===== config.mk =====
export PLATFORM = sky130hd
export DESIGN_NAME = maze_game_ctrl_flat
export DESIGN_NICKNAME = d
export VERILOG_FILES = /design/src/rtl/maze_game_ctrl_if.sv /design/src/rtl/maze_game_ctrl.sv /design/src/flat_wrapper.sv
export SDC_FILE = /design/constraint.sdc
export NUM_CORES = 1
export LEC_CHECK = 0
export BUFFER_PORTS_ARGS = -buffer_cell sky130_fd_sc_hd__buf_2
export CAP_MARGIN = 20
export CORE_MARGIN = 3
export CORE_UTILIZATION = 41
export DETAILED_ROUTE_END_ITERATION = 8
export PLACE_DENSITY = 0.72
export SLEW_MARGIN = 40
export SYNTH_ARGS = -nofsm -noshare
export SYNTH_HDL_FRONTEND = slang
export SYNTH_SLANG_ARGS = --single-unit

===== constraint.sdc =====
create_clock -name clk -period 1.6 [get_ports clk]
set_input_delay 0.24 -clock clk [delete_from_list [all_inputs] [get_ports clk]]
set_output_delay 0.24 -clock clk [all_outputs]
set_load 0.05 [all_outputs]

===== src/rtl/maze_game_ctrl_if.sv =====
// Handshake bundle between the maze game controller and its keypad/display logic.
// The master drives the game inputs; the slave (the controller) drives state, page and countdown.
interface maze_game_ctrl_if;
    logic       tick;
    logic       start;
    logic       hit_wall;
    logic       at_exit;
    logic [1:0] state;
    logic       move_en;
    logic [1:0] page;
    logic [3:0] count1;
    logic [3:0] count0;
    logic       timer_run;

    modport master (
        output tick, start, hit_wall, at_exit,
        input  state, move_en, page, count1, count0, timer_run
    );

    modport slave (
        input  tick, start, hit_wall, at_exit,
        output state, move_en, page, count1, count0, timer_run
    );
endinterface


===== src/rtl/maze_game_ctrl.sv =====
// Maze game controller: IDLE/PLAY/WIN/LOSE FSM with a BCD countdown and matrix page select.
// Optional feature macro MAZE_CTRL_AUTORESTART_EN: WIN/LOSE return to IDLE on the 3rd tick after entry.
module maze_game_ctrl #(
    parameter logic [3:0] LIMIT_TENS = 4'd2,
    parameter logic [3:0] LIMIT_ONES = 4'd0
) (
    input  logic              clk,
    input  logic              reset,
    maze_game_ctrl_if.slave   bus
);
    typedef enum logic [1:0] {
        ST_IDLE = 2'b00,
        ST_PLAY = 2'b01,
        ST_WIN  = 2'b10,
        ST_LOSE = 2'b11
    } state_t;

    state_t     state_r;
    state_t     state_next_s;
    logic [3:0] tens_r;
    logic [3:0] ones_r;
    logic [3:0] tens_next_s;
    logic [3:0] ones_next_s;
    logic       count_zero_s;

    function automatic logic [7:0] bcd_dec(input logic [3:0] tens, input logic [3:0] ones);
        if (ones == 4'd0) begin
            return {tens - 4'd1, 4'd9};
        end else begin
            return {tens, ones - 4'd1};
        end
    endfunction

    assign count_zero_s = (tens_r == 4'd0) && (ones_r == 4'd0);

`ifdef MAZE_CTRL_AUTORESTART_EN
    logic [1:0] ar_cnt_r;

    // Tick counter for the end-of-game screens; cleared whenever the screen is left
    always_ff @(posedge clk) begin
        if (!reset) begin
            ar_cnt_r <= 2'd0;
        end else if (((state_r == ST_WIN) || (state_r == ST_LOSE)) && (state_next_s != ST_IDLE)) begin
            if (bus.tick) begin
                ar_cnt_r <= ar_cnt_r + 2'd1;
            end else begin
                ar_cnt_r <= ar_cnt_r;
            end
        end else begin
            ar_cnt_r <= 2'd0;
        end
    end
`endif

    // State register
    always_ff @(posedge clk) begin
        if (!reset) begin
            state_r <= ST_IDLE;
        end else begin
            state_r <= state_next_s;
        end
    end

    // Next-state logic; a wall hit outranks timeout, which outranks reaching the exit
    always_comb begin
        state_next_s = state_r;
        case (state_r)
            ST_IDLE: begin
                if (bus.start) begin
                    state_next_s = ST_PLAY;
                end else begin
                    state_next_s = ST_IDLE;
                end
            end
            ST_PLAY: begin
                if (bus.hit_wall) begin
                    state_next_s = ST_LOSE;
                end else if (count_zero_s) begin
                    state_next_s = ST_LOSE;
                end else if (bus.at_exit) begin
                    state_next_s = ST_WIN;
                end else begin
                    state_next_s = ST_PLAY;
                end
            end
            ST_WIN, ST_LOSE: begin
                if (bus.start) begin
                    state_next_s = ST_IDLE;
`ifdef MAZE_CTRL_AUTORESTART_EN
                end else if (bus.tick && (ar_cnt_r == 2'd2)) begin
                    state_next_s = ST_IDLE;
`endif
                end else begin
                    state_next_s = state_r;
                end
            end
            default: begin
                state_next_s = ST_IDLE;
            end
        endcase
    end

    // Countdown next value; a tick on the exit edge still counts, after that the value is frozen
    always_comb begin
        tens_next_s = tens_r;
        ones_next_s = ones_r;
        if ((state_r == ST_IDLE) || (state_next_s == ST_IDLE)) begin
            tens_next_s = LIMIT_TENS;
            ones_next_s = LIMIT_ONES;
        end else if ((state_r == ST_PLAY) && bus.tick && !count_zero_s) begin
            {tens_next_s, ones_next_s} = bcd_dec(tens_r, ones_r);
        end else begin
            tens_next_s = tens_r;
            ones_next_s = ones_r;
        end
    end

    // Countdown register
    always_ff @(posedge clk) begin
        if (!reset) begin
            tens_r <= LIMIT_TENS;
            ones_r <= LIMIT_ONES;
        end else begin
            tens_r <= tens_next_s;
            ones_r <= ones_next_s;
        end
    end

    // Output decode from registered state only
    always_comb begin
        bus.state     = state_r;
        bus.count1    = tens_r;
        bus.count0    = ones_r;
        bus.move_en   = 1'b0;
        bus.timer_run = 1'b0;
        bus.page      = 2'b00;
        case (state_r)
            ST_PLAY: begin
                bus.move_en   = 1'b1;
                bus.timer_run = 1'b1;
                bus.page      = 2'b00;
            end
            ST_WIN: begin
                bus.page = 2'b10;
            end
            ST_LOSE: begin
                bus.page = 2'b11;
            end
            default: begin
                bus.page = 2'b00;
            end
        endcase
    end
endmodule


===== src/flat_wrapper.sv =====
// flat-port wrapper written by rule: the top's interface ports become plain ports
module maze_game_ctrl_flat 
#(
    parameter logic [3:0] LIMIT_TENS = 4'd2,
    parameter logic [3:0] LIMIT_ONES = 4'd0
)
  (clk, reset, bus_tick, bus_start, bus_hit_wall, bus_at_exit, bus_state, bus_move_en, bus_page, bus_count1, bus_count0, bus_timer_run);
  maze_game_ctrl_if bus_i ();
  input  logic clk;
  input  logic reset;
  input wire logic [$bits(bus_i.tick)-1:0] bus_tick;
  input wire logic [$bits(bus_i.start)-1:0] bus_start;
  input wire logic [$bits(bus_i.hit_wall)-1:0] bus_hit_wall;
  input wire logic [$bits(bus_i.at_exit)-1:0] bus_at_exit;
  output wire logic [$bits(bus_i.state)-1:0] bus_state;
  output wire logic [$bits(bus_i.move_en)-1:0] bus_move_en;
  output wire logic [$bits(bus_i.page)-1:0] bus_page;
  output wire logic [$bits(bus_i.count1)-1:0] bus_count1;
  output wire logic [$bits(bus_i.count0)-1:0] bus_count0;
  output wire logic [$bits(bus_i.timer_run)-1:0] bus_timer_run;
  assign bus_i.tick = bus_tick;
  assign bus_i.start = bus_start;
  assign bus_i.hit_wall = bus_hit_wall;
  assign bus_i.at_exit = bus_at_exit;
  assign bus_state = bus_i.state;
  assign bus_move_en = bus_i.move_en;
  assign bus_page = bus_i.page;
  assign bus_count1 = bus_i.count1;
  assign bus_count0 = bus_i.count0;
  assign bus_timer_run = bus_i.timer_run;
  maze_game_ctrl #(.LIMIT_TENS(LIMIT_TENS), .LIMIT_ONES(LIMIT_ONES)) u_core (.clk(clk), .reset(reset), .bus(bus_i));
endmodule

==> impl.org, run 1 <==
** Synth
- Complex-gate fraction of the synthesized area :: about a quarter
- Synthesis produced between 60 and 70 cells.
- After Yosys synthesis, and, or, nand and nor cells account for a little over a quarter of the synthesized area.
- Number of nets in the synthesized netlist :: 70
- Parity-gate share of the synthesized area counting xor and xnor cells :: 0%
- Sequential element share of the synthesized area :: 36.4%
- After synthesis, the largest family of logic cells by area is simple AND/OR/NAND/NOR gates.
- Number of unique standard cell types used by synthesis :: 28
- Of the total synthesized cell area, the portion taken by full adders, half adders and majority gates is under 10%.
- After synthesis, the share of cell area in mux cells is around 4.5%.
- Post-Synthesis Cell Area :: around 550 um2
- Post-Synthesis Mean Instance Area :: a little under 9 um2
- During synthesis, Yosys emitted a total of 0 warnings.
- In this run, synthesis produced a sequential element count of 10.

** Layout
- In the layout the commonest cells are sky130_fd_sc_hd__buf_2, sky130_fd_sc_hd__buf_4, sky130_fd_sc_hd__a21oi_1.
- In the final layout, the share of cells above drive strength 1 is 48.9%.
- The library cell used most frequently in the layout, excluding fill and tap cells, is sky130_fd_sc_hd__buf_2.
- Count of nets after finishing :: 98
- In the final layout, flip-flops and latches occupy approximately 210 um2.
- Summing all multi-input logic gate instances after layout gives approximately 330 um2.
- The number of antenna diodes in the final layout is 0.
- The layout has roughly 110 filler cells.
- Area growth from synthesis to final layout :: 41.1%
- The finished cells cover a little under 800 um2.

** Worst hold path
- Hold Path End :: u_core.bus.state[0]
- Number of cells traversed by the worst hold path :: 2
- The worst hold path belongs to the class in -> reg.
- Start point of the worst hold path :: bus_at_exit

** Floorplan
- Once the floorplan was initialized, standard cells occupied between 40 and 50% of the core.
- The die is between 40 and 50 um wide.
- Core outline area :: between 0.001 and 0.0015 mm2
- For this design the top-level I/O count stands at 20.
- Number of placement rows :: 12
- In this run the vertical extent of the chip is 42.6 um.
- Die Footprint :: approximately 0.0018 mm2

** Timing
- Setup repair after global routing left no endpoint under its margin.
- Endpoints failing setup :: 0
- Max Clock Skew :: slightly below 0.008 ns
- For the finished layout, the period the worst path requires is 1.55 ns.
- Final worst-path setup slack :: roughly 0.054 ns
- Static timing analysis puts the maximum clock frequency at 647 MHz.
- Hold violation count in the final report :: 0
- Actual transition at the worst max-transition pin :: around 0.35 ns
- The final number of max-transition violations is 0.
- Final cycle utilization of the critical path :: a little over nine tenths
- Worst slew margin relative to its limit :: 76.6%
- On the final layout, the worst hold slack is ~0.15 ns.

** GRT
- Global-route usage over all layers :: between 10% and 20%
- The number of antenna violations at the first check in global routing was 0.
- Global routing consumed, on the met3 layer, roughly 3.0% of the routing resources.
- After global routing, the most crowded layer is met2.
- In the global route stage, met1 resource usage came out at between 10% and 20%.
- Largest net degree at the start of global routing :: 10
- The first global-routing pass estimated between 2000 and 2500 um of wire.
- Number of global-route vias before repair :: 497
- Global routing finished with a remaining overflow of 0.
- Global routing usage on met2 :: between 20% and 30%

** Routing
- For this block, the routed nets add up to ~1300 um of wire.
- Wirelength per Cell :: ~12 um
- DRC violations left :: 0
- The detailed router placed about 530 vias in this run.
- Iter 0 DRT Violations :: 7
- The detail route stage leaves a number of antenna-violating nets equal to 0.
- Detailed-route vias per instance :: 5.12
- The first detailed-routing pass took 2 iterations.

** Clocking
- The longest clock path from root to sink contains 2 buffers.
- H-tree depth :: 1
- After clock tree synthesis, the clock-pin slew on the worst setup and hold paths is around 0.08 ns.
- Number of sinks driven by the clock tree :: 10
- The root buffer cell chosen for the clock tree is sky130_fd_sc_hd__clkbuf_4.
- Clock latency reported for the late side of the worst-skew pair :: 0.27 ns
- TritonCTS created 3 clock buffers.
- TritonCTS clock tree :: built

** Power
- In this run the power density over the cells is around 790 mW/mm2.
- Total power after layout :: between 0.6 and 0.7 mW
- The worst-case IR drop observed on VDD is between 500 and 600 uV.
- Leakage :: between 0.3 and 0.4 nW

** Setup path
- Category of the worst setup path launch point :: flop
- Worst EP arrival :: ~1.7 ns
- Among cell families on the critical path, the largest total delay comes from simple AND/OR/NAND/NOR gates.
- Data required time at the worst endpoint :: about 1.8 ns
- Of all nets on the critical path, the largest fanout is 4.
- For flop-to-flop paths, the worst setup slack is around 0.054 ns.
- Capturing element type of the critical path :: flop
- Ordered cell list for the critical path :: inv_1, ha_1, nor3b_4, or3_4, mux2_4
- Slowest cell on the critical path :: sky130_fd_sc_hd__or3_4
- Worst path bufs/invs :: 1
- Launch instance of the worst register-to-register path :: u_core.bus.count1[1]
- Worst R2R End :: u_core.bus.count1[1]
- Stage delay of the slowest cell on the critical path :: 0.39 ns
- The critical path in this run is classified as reg -> reg.
- The number of cells on the worst reg-to-reg path is 5.

** Job
- Total of max-cap violations :: 0

** Place
- Port Buffer Count :: 19
- Routability-driven placement congestion ratio :: 0.686
- Timing analysis after detailed placement gives a worst setup slack of roughly 0.047 ns.
- In this run the cell area measured after placement is ~700 um2.
- Detailed placer's ending HPWL :: between 900 and 1000 um

** Run status
- Outcome :: finished, final reports clean
Yosys cell counts:
cell type	number	share of area, %
sky130_fd_sc_hd__nor3_1	1	0.91
sky130_fd_sc_hd__dfxtp_1	10	36
sky130_fd_sc_hd__buf_4	1	1.4
sky130_fd_sc_hd__or4b_1	1	1.8
sky130_fd_sc_hd__or3_4	2	4.1
sky130_fd_sc_hd__buf_2	1	0.91
sky130_fd_sc_hd__nand4bb_2	1	3.0
sky130_fd_sc_hd__nor2_1	2	1.4
sky130_fd_sc_hd__ha_1	1	2.3
sky130_fd_sc_hd__nor4_1	1	1.1
sky130_fd_sc_hd__nand2b_1	1	1.1
sky130_fd_sc_hd__a21o_1	2	2.7
sky130_fd_sc_hd__nor2b_1	4	4.5
sky130_fd_sc_hd__nand2_1	1	0.68
sky130_fd_sc_hd__o31ai_1	3	4.1
sky130_fd_sc_hd__nor3b_1	1	1.4
sky130_fd_sc_hd__o21ai_1	1	0.91
sky130_fd_sc_hd__o21ai_0	2	1.8
sky130_fd_sc_hd__o211ai_1	4	5.5
sky130_fd_sc_hd__a21oi_1	7	6.4
sky130_fd_sc_hd__mux2i_1	1	1.8
sky130_fd_sc_hd__or3_1	2	2.3
sky130_fd_sc_hd__a31oi_1	2	2.3
sky130_fd_sc_hd__inv_1	5	3.4
sky130_fd_sc_hd__and2_1	1	1.1
sky130_fd_sc_hd__or4_1	2	2.7
sky130_fd_sc_hd__mux2_4	1	2.7
sky130_fd_sc_hd__clkbuf_1	2	1.4
per-stage QoR:
| stage | cells | setup TNS [ns] | utilization [%] |
|---|---|---|---|
| global placement | 99 | 0 | 60.8 |
| finish | 104 | 0 | 65.5 |
| global route | 104 | 0 | 65.5 |
| floorplan | 63 | -0.0576 | - |
| CTS | 103 | -0.0161 | 64.0 |
| detailed placement | 99 | 0 | 60.8 |
registers in the layout (all words and copies together), names as in the netlist:
name and cells:
u_core.bus.count0 4, u_core.bus.state 2, u_core.bus.count1 4
cell type report:
| type | count | area share (%) |
|---|---|---|
| repair buffers | 27 | 20.6 |
| clock buffers | 4 | 4.67 |
| well taps | 14 | 2.25 |
| inverters | 5 | 2.42 |
| flip-flops and latches | 10 | 27.5 |
| multi-input cells | 44 | 42.5 |
report_power, final:
part / internal, mW / switching (mW)
clock: 0.138 / 0.0977
sequential: 0.252 / 0.00455
combinational: 0.0426 / 0.0800
worst max-delay path by stage:
| stage | from | endpoint | slack, ns | depth (start not counted) |
|---|---|---|---|---|
| after floorplan | u_core.bus.count0[1] | u_core.bus.count1[1] | -0.06 | 3 |
| after global placement | u_core.bus.count1[0] | u_core.bus.count1[1] | 0.08 | 5 |
| after detailed placement | u_core.bus.count1[0] | u_core.bus.count1[1] | 0.05 | 5 |
| after CTS | u_core.bus.state[1] | bus_move_en | -0.008 | 3 |
| after global routing | u_core.bus.count1[1] | u_core.bus.count1[1] | 0.009 | 5 |
| final | u_core.bus.count1[1] | u_core.bus.count1[1] | 0.05 | 5 |
logic make-up (layout without fill, tap and decap cells):
| kind of cell | count (synthesis) | count (layout) |
|---|---|---|
| and+or+nand+nor | 20 | 20 |
| adders and majority gates | 1 | 1 |
| muxes | 2 | 2 |
| DFF | 10 | 10 |
| buffers and inverters | 9 | 36 |
| AOI/OAI and AO/OA | 21 | 21 |
per-layer routing:
layer / wire [um] / up-vias / share of wire, %
li1: - / 285 / -
met1: 603 / 233 / 47
met2: 590 / 12 / 46
met3: 62 / 2 / 4.9
met4: 21 / 0 / 1.6
met5: 0 / - / 0
what timing repair did:
action / in CTS / in global routing
setup endpoints to repair: 2 / 3
setup buffers: 0 / 1
resized for setup: 1 / 3
hold buffers: 0 / 0
No activity file was read; power rests on OpenSTA's default activity.
==> run 2, diff against run 1 <==
--- a/config.mk
+++ b/config.mk
@@ -11,6 +11,7 @@
 export CORE_UTILIZATION = 41
 export DETAILED_ROUTE_END_ITERATION = 8
 export PLACE_DENSITY = 0.72
+export RECOVER_POWER = 100
 export SLEW_MARGIN = 40
 export SYNTH_ARGS = -nofsm -noshare
 export SYNTH_HDL_FRONTEND = slang
==> impl.org, run 2 (same netlist as run 1, synthesis figures left out) <==
** GRT
- Residual overflow from global routing :: 0 (unchanged)
- First-pass GRT wire length :: 2200 um (unchanged)
- Global-route usage over all layers :: 15.8% (unchanged)
- The number of antenna violations at the first check in global routing was 0 (unchanged).
- The via count of the first global-routing pass is 497 (unchanged).
- Largest net degree at the start of global routing :: 10 (unchanged)

** Clocking
- The number of CTS-inserted buffers came to 3 (unchanged).
- The clock tree from TritonCTS was built (unchanged).
- Number of sinks driven by the clock tree :: 10 (unchanged)
- Clock edge transition at the registers on the reported setup and hold paths :: 0.07 ns (was 0.08 ns)
- The level count of the clock H-tree came to 1 (unchanged).
- The clock latency of the later-clocked register in the worst-skew pair was 0.27 ns (about the same).
- Number of buffers inserted by hold repair at cts :: 0 (unchanged)
- Deepest clock path buffer count :: 2 (unchanged)
- Clock root buffer master :: sky130_fd_sc_hd__clkbuf_4 (unchanged)

** Routing
- Iter 0 DRT Violations :: 10 (was 7)
- The final antenna-violating net count was 0 (unchanged).
- Total wire length after detailed routing :: 1280 um (about the same)
- Number of optimization iterations in the first detailed-route pass :: 4 (was 2)
- Count of vias placed by the detailed router :: 536 (was 532)
- DRC violations left :: 0 (unchanged)
- Wirelength per Cell :: 12.3 um (about the same)
- Detailed-route vias per instance :: 5.15 (was 5.12)

** Layout
- The register cell area after layout was 213 um2 (was 214 um2).
- The filler cell count is 125 (was 111).
- Share of final-layout standard cells stronger than drive strength 1 :: 35.6% (was 48.9%)
- Top library cells by usage in the layout, fill and taps aside: sky130_fd_sc_hd__clkbuf_1, sky130_fd_sc_hd__a21oi_1, sky130_fd_sc_hd__clkbuf_2 (was sky130_fd_sc_hd__buf_2, sky130_fd_sc_hd__buf_4, sky130_fd_sc_hd__a21oi_1).
- The commonest non-fill, non-tap cell in the layout is sky130_fd_sc_hd__clkbuf_1 (was sky130_fd_sc_hd__buf_2).
- Ant. Diodes :: 0 (unchanged)
- The number of nets at the end of the flow came to 98 (unchanged).
- The final cell area excluding filler cells is 749 um2 (was 777 um2).
- The layout overhead on the synthesized area was 36.1% (was 41.1%).
- The area used by multi-input combinational logic was 330 um2 (unchanged).

** Floorplan
- # IOs :: 20 (unchanged)
- The area of the core region came to 0.00119 mm2 (unchanged).
- The die outline area was 0.00182 mm2 (unchanged).
- Starting Density :: 46.4% (unchanged)
- The standard-cell row count is 12 (unchanged).
- The vertical extent of the die is 42.6 um (unchanged).
- Horizontal die dimension :: 42.6 um (unchanged)

** Setup path
- The worst endpoint required time was 1.77 ns (about the same).
- The cell count of the worst reg-to-reg path came to 5 (unchanged).
- The sort of element at the start of the critical path was a flop (unchanged).
- The critical path start-end classification was reg -> reg (unchanged).
- Worst EP arrival :: 1.71 ns (about the same)
- Worst-path maximum fanout :: 4 (unchanged)
- The flop-to-flop setup slack is 0.05 ns (about the same).
- The kind of end point of the critical path is a flop (unchanged).

** Power
- The proportion of total power due to net switching came to 29.9% (was 29.6%).
- The design internal power was 0.427 mW (was 0.433 mW).
- The net switching power of the design came to 0.182 mW (about the same).
- The share of total power in the clock network is 38.7% (was 38.4%).
- Leakage :: 0.283 nW (was 0.329 nW)
- The total power was 0.609 mW (was 0.615 mW).
- Portion of total power attributed to sequential cells :: 42.2% (was 41.7%)
- The combinational cell fraction of total power is 19.1% (was 19.9%).
- Max rail drop VDD :: 540 uV (was 539 uV)
- PD cells :: 812 mW/mm2 (was 792 mW/mm2)

** Place
- The number of buffer cells added on primary ports was 19 (unchanged).
- Cell area after placement :: 721 um2 (unchanged)
- The minimum setup slack after placement came to 0.0472 ns (unchanged).
- The routability-driven placement congestion ratio came to 0.686 (unchanged).
- Detailed placer's ending HPWL :: 954 um (unchanged)

** Timing
- Worst slew margin relative to its limit :: 60.1% (was 76.6%)
- The final critical delay including setup and external delays was 1.55 ns (about the same).
- The final clock period utilization by the worst path was 96.6% (about the same).
- Setup repair after global routing missed its margin: false (unchanged).
- The hold slack was 0.148 ns (was 0.147 ns).
- Max Freq :: 647 MHz (about the same)
- Final worst-path setup slack :: 0.0545 ns (was 0.0540 ns)
- The transition time of the tightest slew-check pin came to 0.600 ns (was 0.348 ns).
- The final number of max-transition violations is 0 (unchanged).
- Hold violation count in the final report :: 0 (unchanged)
- The setup clock skew after layout came to 0.00660 ns (was 0.00787 ns).
- Endpoints failing setup :: 0 (unchanged)

** Run status
- Outcome: finished, final reports clean (unchanged).

** Job
- The number of maximum-capacitance constraint violations came to 0 (unchanged).

** Worst hold path
- The number of cells on the worst hold path was 2 (unchanged).
- The kind of path behind the tightest hold check is in -> reg (unchanged).
## run 2: what timing repair did
action / in CTS / in global routing
hold endpoints to repair: 0 / 0
pin swaps: 0 / 0
setup endpoints to repair: 2 / 3
resized for setup: 1 / 3
setup buffers: 0 / 1
## run 2: path summary, 6_finish.rpt
path                             start              endpoint
hold / removal             bus_at_exit   u_core.bus.state[0]
setup / recovery  u_core.bus.count1[1]  u_core.bus.count1[1]
setup reg to reg  u_core.bus.count1[1]  u_core.bus.count1[1]
hold reg to reg   u_core.bus.count0[3]  u_core.bus.count0[3]
## run 2: power by group through the flow
| stage | logic [mW] | registers, mW | clock network (mW) |
|---|---|---|---|
| after floorplan | 0.0651 | 0.283 | 0 |
| after global placement | 0.115 | 0.263 | 0 |
| after detailed placement | 0.116 | 0.263 | 0 |
| after CTS | 0.118 | 0.257 | 0.246 |
| after global routing | 0.125 | 0.258 | 0.253 |
| final | 0.116 | 0.257 | 0.236 |
## run 2: metal layers
metal / part of all wire (%) / routed length [um] / vias up / GRT usage, %
met1: 47 / 600 / 236 / 18.7
met2: 47 / 597 / 12 / 25.7
li1: - / - / 286 / -
met3: 4.8 / 61 / 2 / 3.00
met5: 0 / 0 / - / 0
met4: 1.6 / 21 / 0 / 9.32
## run 2: critical path, cell delays in order (launching register included)
cell and delay, ns:
sky130_fd_sc_hd__dfxtp_4 0.35, sky130_fd_sc_hd__inv_1 0.05, sky130_fd_sc_hd__ha_1 0.19, sky130_fd_sc_hd__nor3b_4 0.16, sky130_fd_sc_hd__or3_4 0.38, sky130_fd_sc_hd__mux2_4 0.30
## run 2: layout make-up
type | instances | area share [%]
timing repair buffer | 27 | 17.9
clock buffer | 4 | 4.84
inverter | 5 | 2.50
multi-input combinational | 44 | 44.1
sequential | 10 | 28.4
tap | 14 | 2.34
## run 2: metrics by stage
stage               cells  setup TNS (ns)  util (%)
floorplan              63         -0.0576         -
global placement       99               0      60.8
detailed placement     99               0      60.8
CTS                   103         -0.0161      64.0
global route          104               0      63.2
finish                104               0      63.2
==> run 3, diff against run 2 <==
--- a/config.mk
+++ b/config.mk
@@ -7,8 +7,10 @@
 export LEC_CHECK = 0
 export BUFFER_PORTS_ARGS = -buffer_cell sky130_fd_sc_hd__buf_2
 export CAP_MARGIN = 20
+export CELL_PAD_IN_SITES_DETAIL_PLACEMENT = 0
+export CELL_PAD_IN_SITES_GLOBAL_PLACEMENT = 1
 export CORE_MARGIN = 3
-export CORE_UTILIZATION = 41
+export CORE_UTILIZATION = 30
 export DETAILED_ROUTE_END_ITERATION = 8
 export PLACE_DENSITY = 0.72
 export RECOVER_POWER = 100
==> impl.org, run 3 (same netlist as run 1, synthesis figures left out) <==
** Routing
- Iter 0 DRT Violations :: 5 (was 10)
- Antenna viol nets, final :: 0 (unchanged)
- Wirelength per Cell :: 11.6 um (was 12.3 um)
- Detailed-route vias per instance :: 4.75 (was 5.15)
- DRC violations left :: 0 (unchanged)
- Total wire length after detailed routing :: 1320 um (was 1280 um)
- Count of vias placed by the detailed router :: 541 (was 536)
- Number of optimization iterations in the first detailed-route pass :: 2 (was 4)

** Floorplan
- Horizontal die dimension :: 48.8 um (was 42.6 um)
- Number of placement rows :: 14 (was 12)
- # IOs :: 20 (unchanged)
- Core outline area :: 0.00161 mm2 (was 0.00119 mm2)
- The effective utilization at floorplan came to 34.2% (was 46.4%).
- Die Y :: 48.8 um (was 42.6 um)
- Die Footprint :: 0.00238 mm2 (was 0.00182 mm2)

** Setup path
- Worst path bufs/invs :: 1 (unchanged)
- Ordered cell list for the critical path :: inv_1, ha_1, nor3b_4, or3_4, mux2_4 (unchanged)
- The kind of end point of the critical path is a flop (unchanged).
- Worst EP arrival :: 1.70 ns (was 1.71 ns)
- Stage delay of the slowest cell on the critical path :: 0.38 ns (about the same)
- The highest net fanout along the worst path came to 5 (was 4).
- Critical setup path kind :: reg -> reg (unchanged)
- The sort of element at the start of the critical path is a flop (unchanged).
- CP top delay family :: simple AND/OR/NAND/NOR gates (unchanged)
- The worst endpoint required time came to 1.75 ns (was 1.77 ns).
- The cell type of the slowest stage on the worst timing path is sky130_fd_sc_hd__or3_4 (unchanged).

** Clocking
- The number of buffers added to fix hold violations after cts was 0 (unchanged).
- Number of gates resized after cts :: 0 (was 1)
- Deepest clock path buffer count :: 2 (unchanged)
- Number of sinks driven by the clock tree :: 10 (unchanged)
- Clock edge transition at the registers on the reported setup and hold paths :: 0.07 ns (about the same)
- Clock buffers created by TritonCTS :: 3 (unchanged)
- Setup Fix Bufs, Post-CTS :: 0 (unchanged)
- H-tree depth :: 1 (unchanged)
- The clock latency of the later-clocked register in the worst-skew pair was 0.26 ns (was 0.27 ns).
- TritonCTS clock tree :: built (unchanged)
- Clock root buffer master :: sky130_fd_sc_hd__clkbuf_4 (unchanged)

** Layout
- The area used by multi-input combinational logic is 323 um2 (was 330 um2).
- The commonest non-fill, non-tap cell in the layout was sky130_fd_sc_hd__clkbuf_1 (unchanged).
- The final core area utilization is 46.7% (was 63.2%).
- Ant. Diodes :: 0 (unchanged)
- Top library cells by usage in the layout, fill and taps aside: sky130_fd_sc_hd__clkbuf_1, sky130_fd_sc_hd__a21oi_1, sky130_fd_sc_hd__inv_1, sky130_fd_sc_hd__buf_2, sky130_fd_sc_hd__buf_4 (was sky130_fd_sc_hd__clkbuf_1, sky130_fd_sc_hd__a21oi_1, sky130_fd_sc_hd__clkbuf_2).
- Summed area of non-filler cells in the final layout :: 752 um2 (was 749 um2)
- The layout overhead on the synthesized area came to 36.6% (was 36.1%).
- Layout fillers :: 187 (was 125)
- Area of all sequential standard cells :: 213 um2 (unchanged)
- The number of nets at the end of the flow came to 98 (unchanged).
- The fraction of layout cells with a size suffix above 1 was 32.2% (was 35.6%).

** Power
- Total power after layout :: 0.599 mW (was 0.609 mW)
- The total leakage power came to 0.274 nW (was 0.283 nW).
- The peak ir drop on the vdd network was 389 uV (was 540 uV).
- PD cells :: 797 mW/mm2 (was 812 mW/mm2)

** Timing
- The setup clock skew after layout was 0.00108 ns (was 0.00660 ns).
- Setup repair after global routing missed its margin: false (unchanged).
- The hold slack came to 0.164 ns (was 0.148 ns).
- Min cycle time layout :: 1.55 ns (about the same)
- The setup violation total in the final timing report was 0 (unchanged).
- The final clock period utilization by the worst path was 96.7% (was 96.6%).
- The final number of hold-violating endpoints was 0 (unchanged).
- The total negative slack came to 0 ns (unchanged).
- The highest attainable clock frequency came to 646 MHz (was 647 MHz).
- Actual transition at the worst max-transition pin :: 0.598 ns (was 0.600 ns)
- The final number of max-transition violations came to 0 (unchanged).
- Worst slew margin relative to its limit :: 60.3% (was 60.1%)

** GRT
- The overall global routing resource usage was 12.1% (was 15.8%).
- Number of global-route vias before repair :: 503 (was 497)
- The number of antenna violations at the first check in global routing is 0 (unchanged).
- The total congestion overflow came to 0 (unchanged).
- First-pass GRT wire length :: 2260 um (was 2200 um)
- The maximum number of pins on one net before global-route repair is 8 (was 10).

** Worst hold path
- The kind of path behind the tightest hold check was in -> reg (unchanged).

** Run status
- Outcome: finished, final reports clean (unchanged).

** Place
- The routability-driven placement congestion ratio is 0.778 (was 0.686).
- The instance area at placement came to 741 um2 (was 721 um2).
- The number of buffer cells added on primary ports was 19 (unchanged).
- Detailed placer's ending HPWL :: 1010 um (was 954 um)

** Job
- The number of maximum-capacitance constraint violations is 0 (unchanged).
## run 3: report_power, final
group / internal (mW) / switching, mW
logic: 0.0358 / 0.0795
clock network: 0.138 / 0.0891
registers: 0.252 / 0.00466
total: 0.426 / 0.173
## run 3: cell type report
type                       instances  area share (%)
multi-input combinational         44            42.9
sequential                        10            28.3
timing repair buffer              27            17.5
inverter                           5            2.50
tap                               24            3.99
clock buffer                       4            4.83
## run 3: worst paths after layout
kind / startpoint / endpoint / slack [ns] / cells past startpoint
worst max-delay path: u_core.bus.count1[0] / u_core.bus.count1[1] / 0.05 / 5
worst max register to register: u_core.bus.count1[0] / u_core.bus.count1[1] / 0.05 / 5
worst min-delay path: bus_at_exit / u_core.bus.state[0] / 0.16 / 2
worst min register to register: u_core.bus.count1[0] / u_core.bus.count1[0] / 0.51 / 2
## run 3: through the flow
step           setup WS [ns]  std cells
3_5_place_dp          0.0584        110
4_1_cts               0.0477        114
2_1_floorplan        -0.0576         63
3_3_place_gp          0.0710        110
5_1_grt              0.00803        114
6_report              0.0529        114
## run 3: routing by layer
metal	vias to the layer above	global-route usage (%)	wire (um)
met4	0	2.84	0
met1	243	13.4	582
met5	-	0	0
li1	286	-	-
met2	12	20.6	646
met3	0	6.12	88
## run 3: worst register-to-register path, cell delays in order, from the launching register on
cell                      delay (ns)
sky130_fd_sc_hd__dfxtp_4        0.36
sky130_fd_sc_hd__inv_1          0.04
sky130_fd_sc_hd__ha_1           0.19
sky130_fd_sc_hd__nor3b_4        0.16
sky130_fd_sc_hd__or3_4          0.38
sky130_fd_sc_hd__mux2_4         0.29
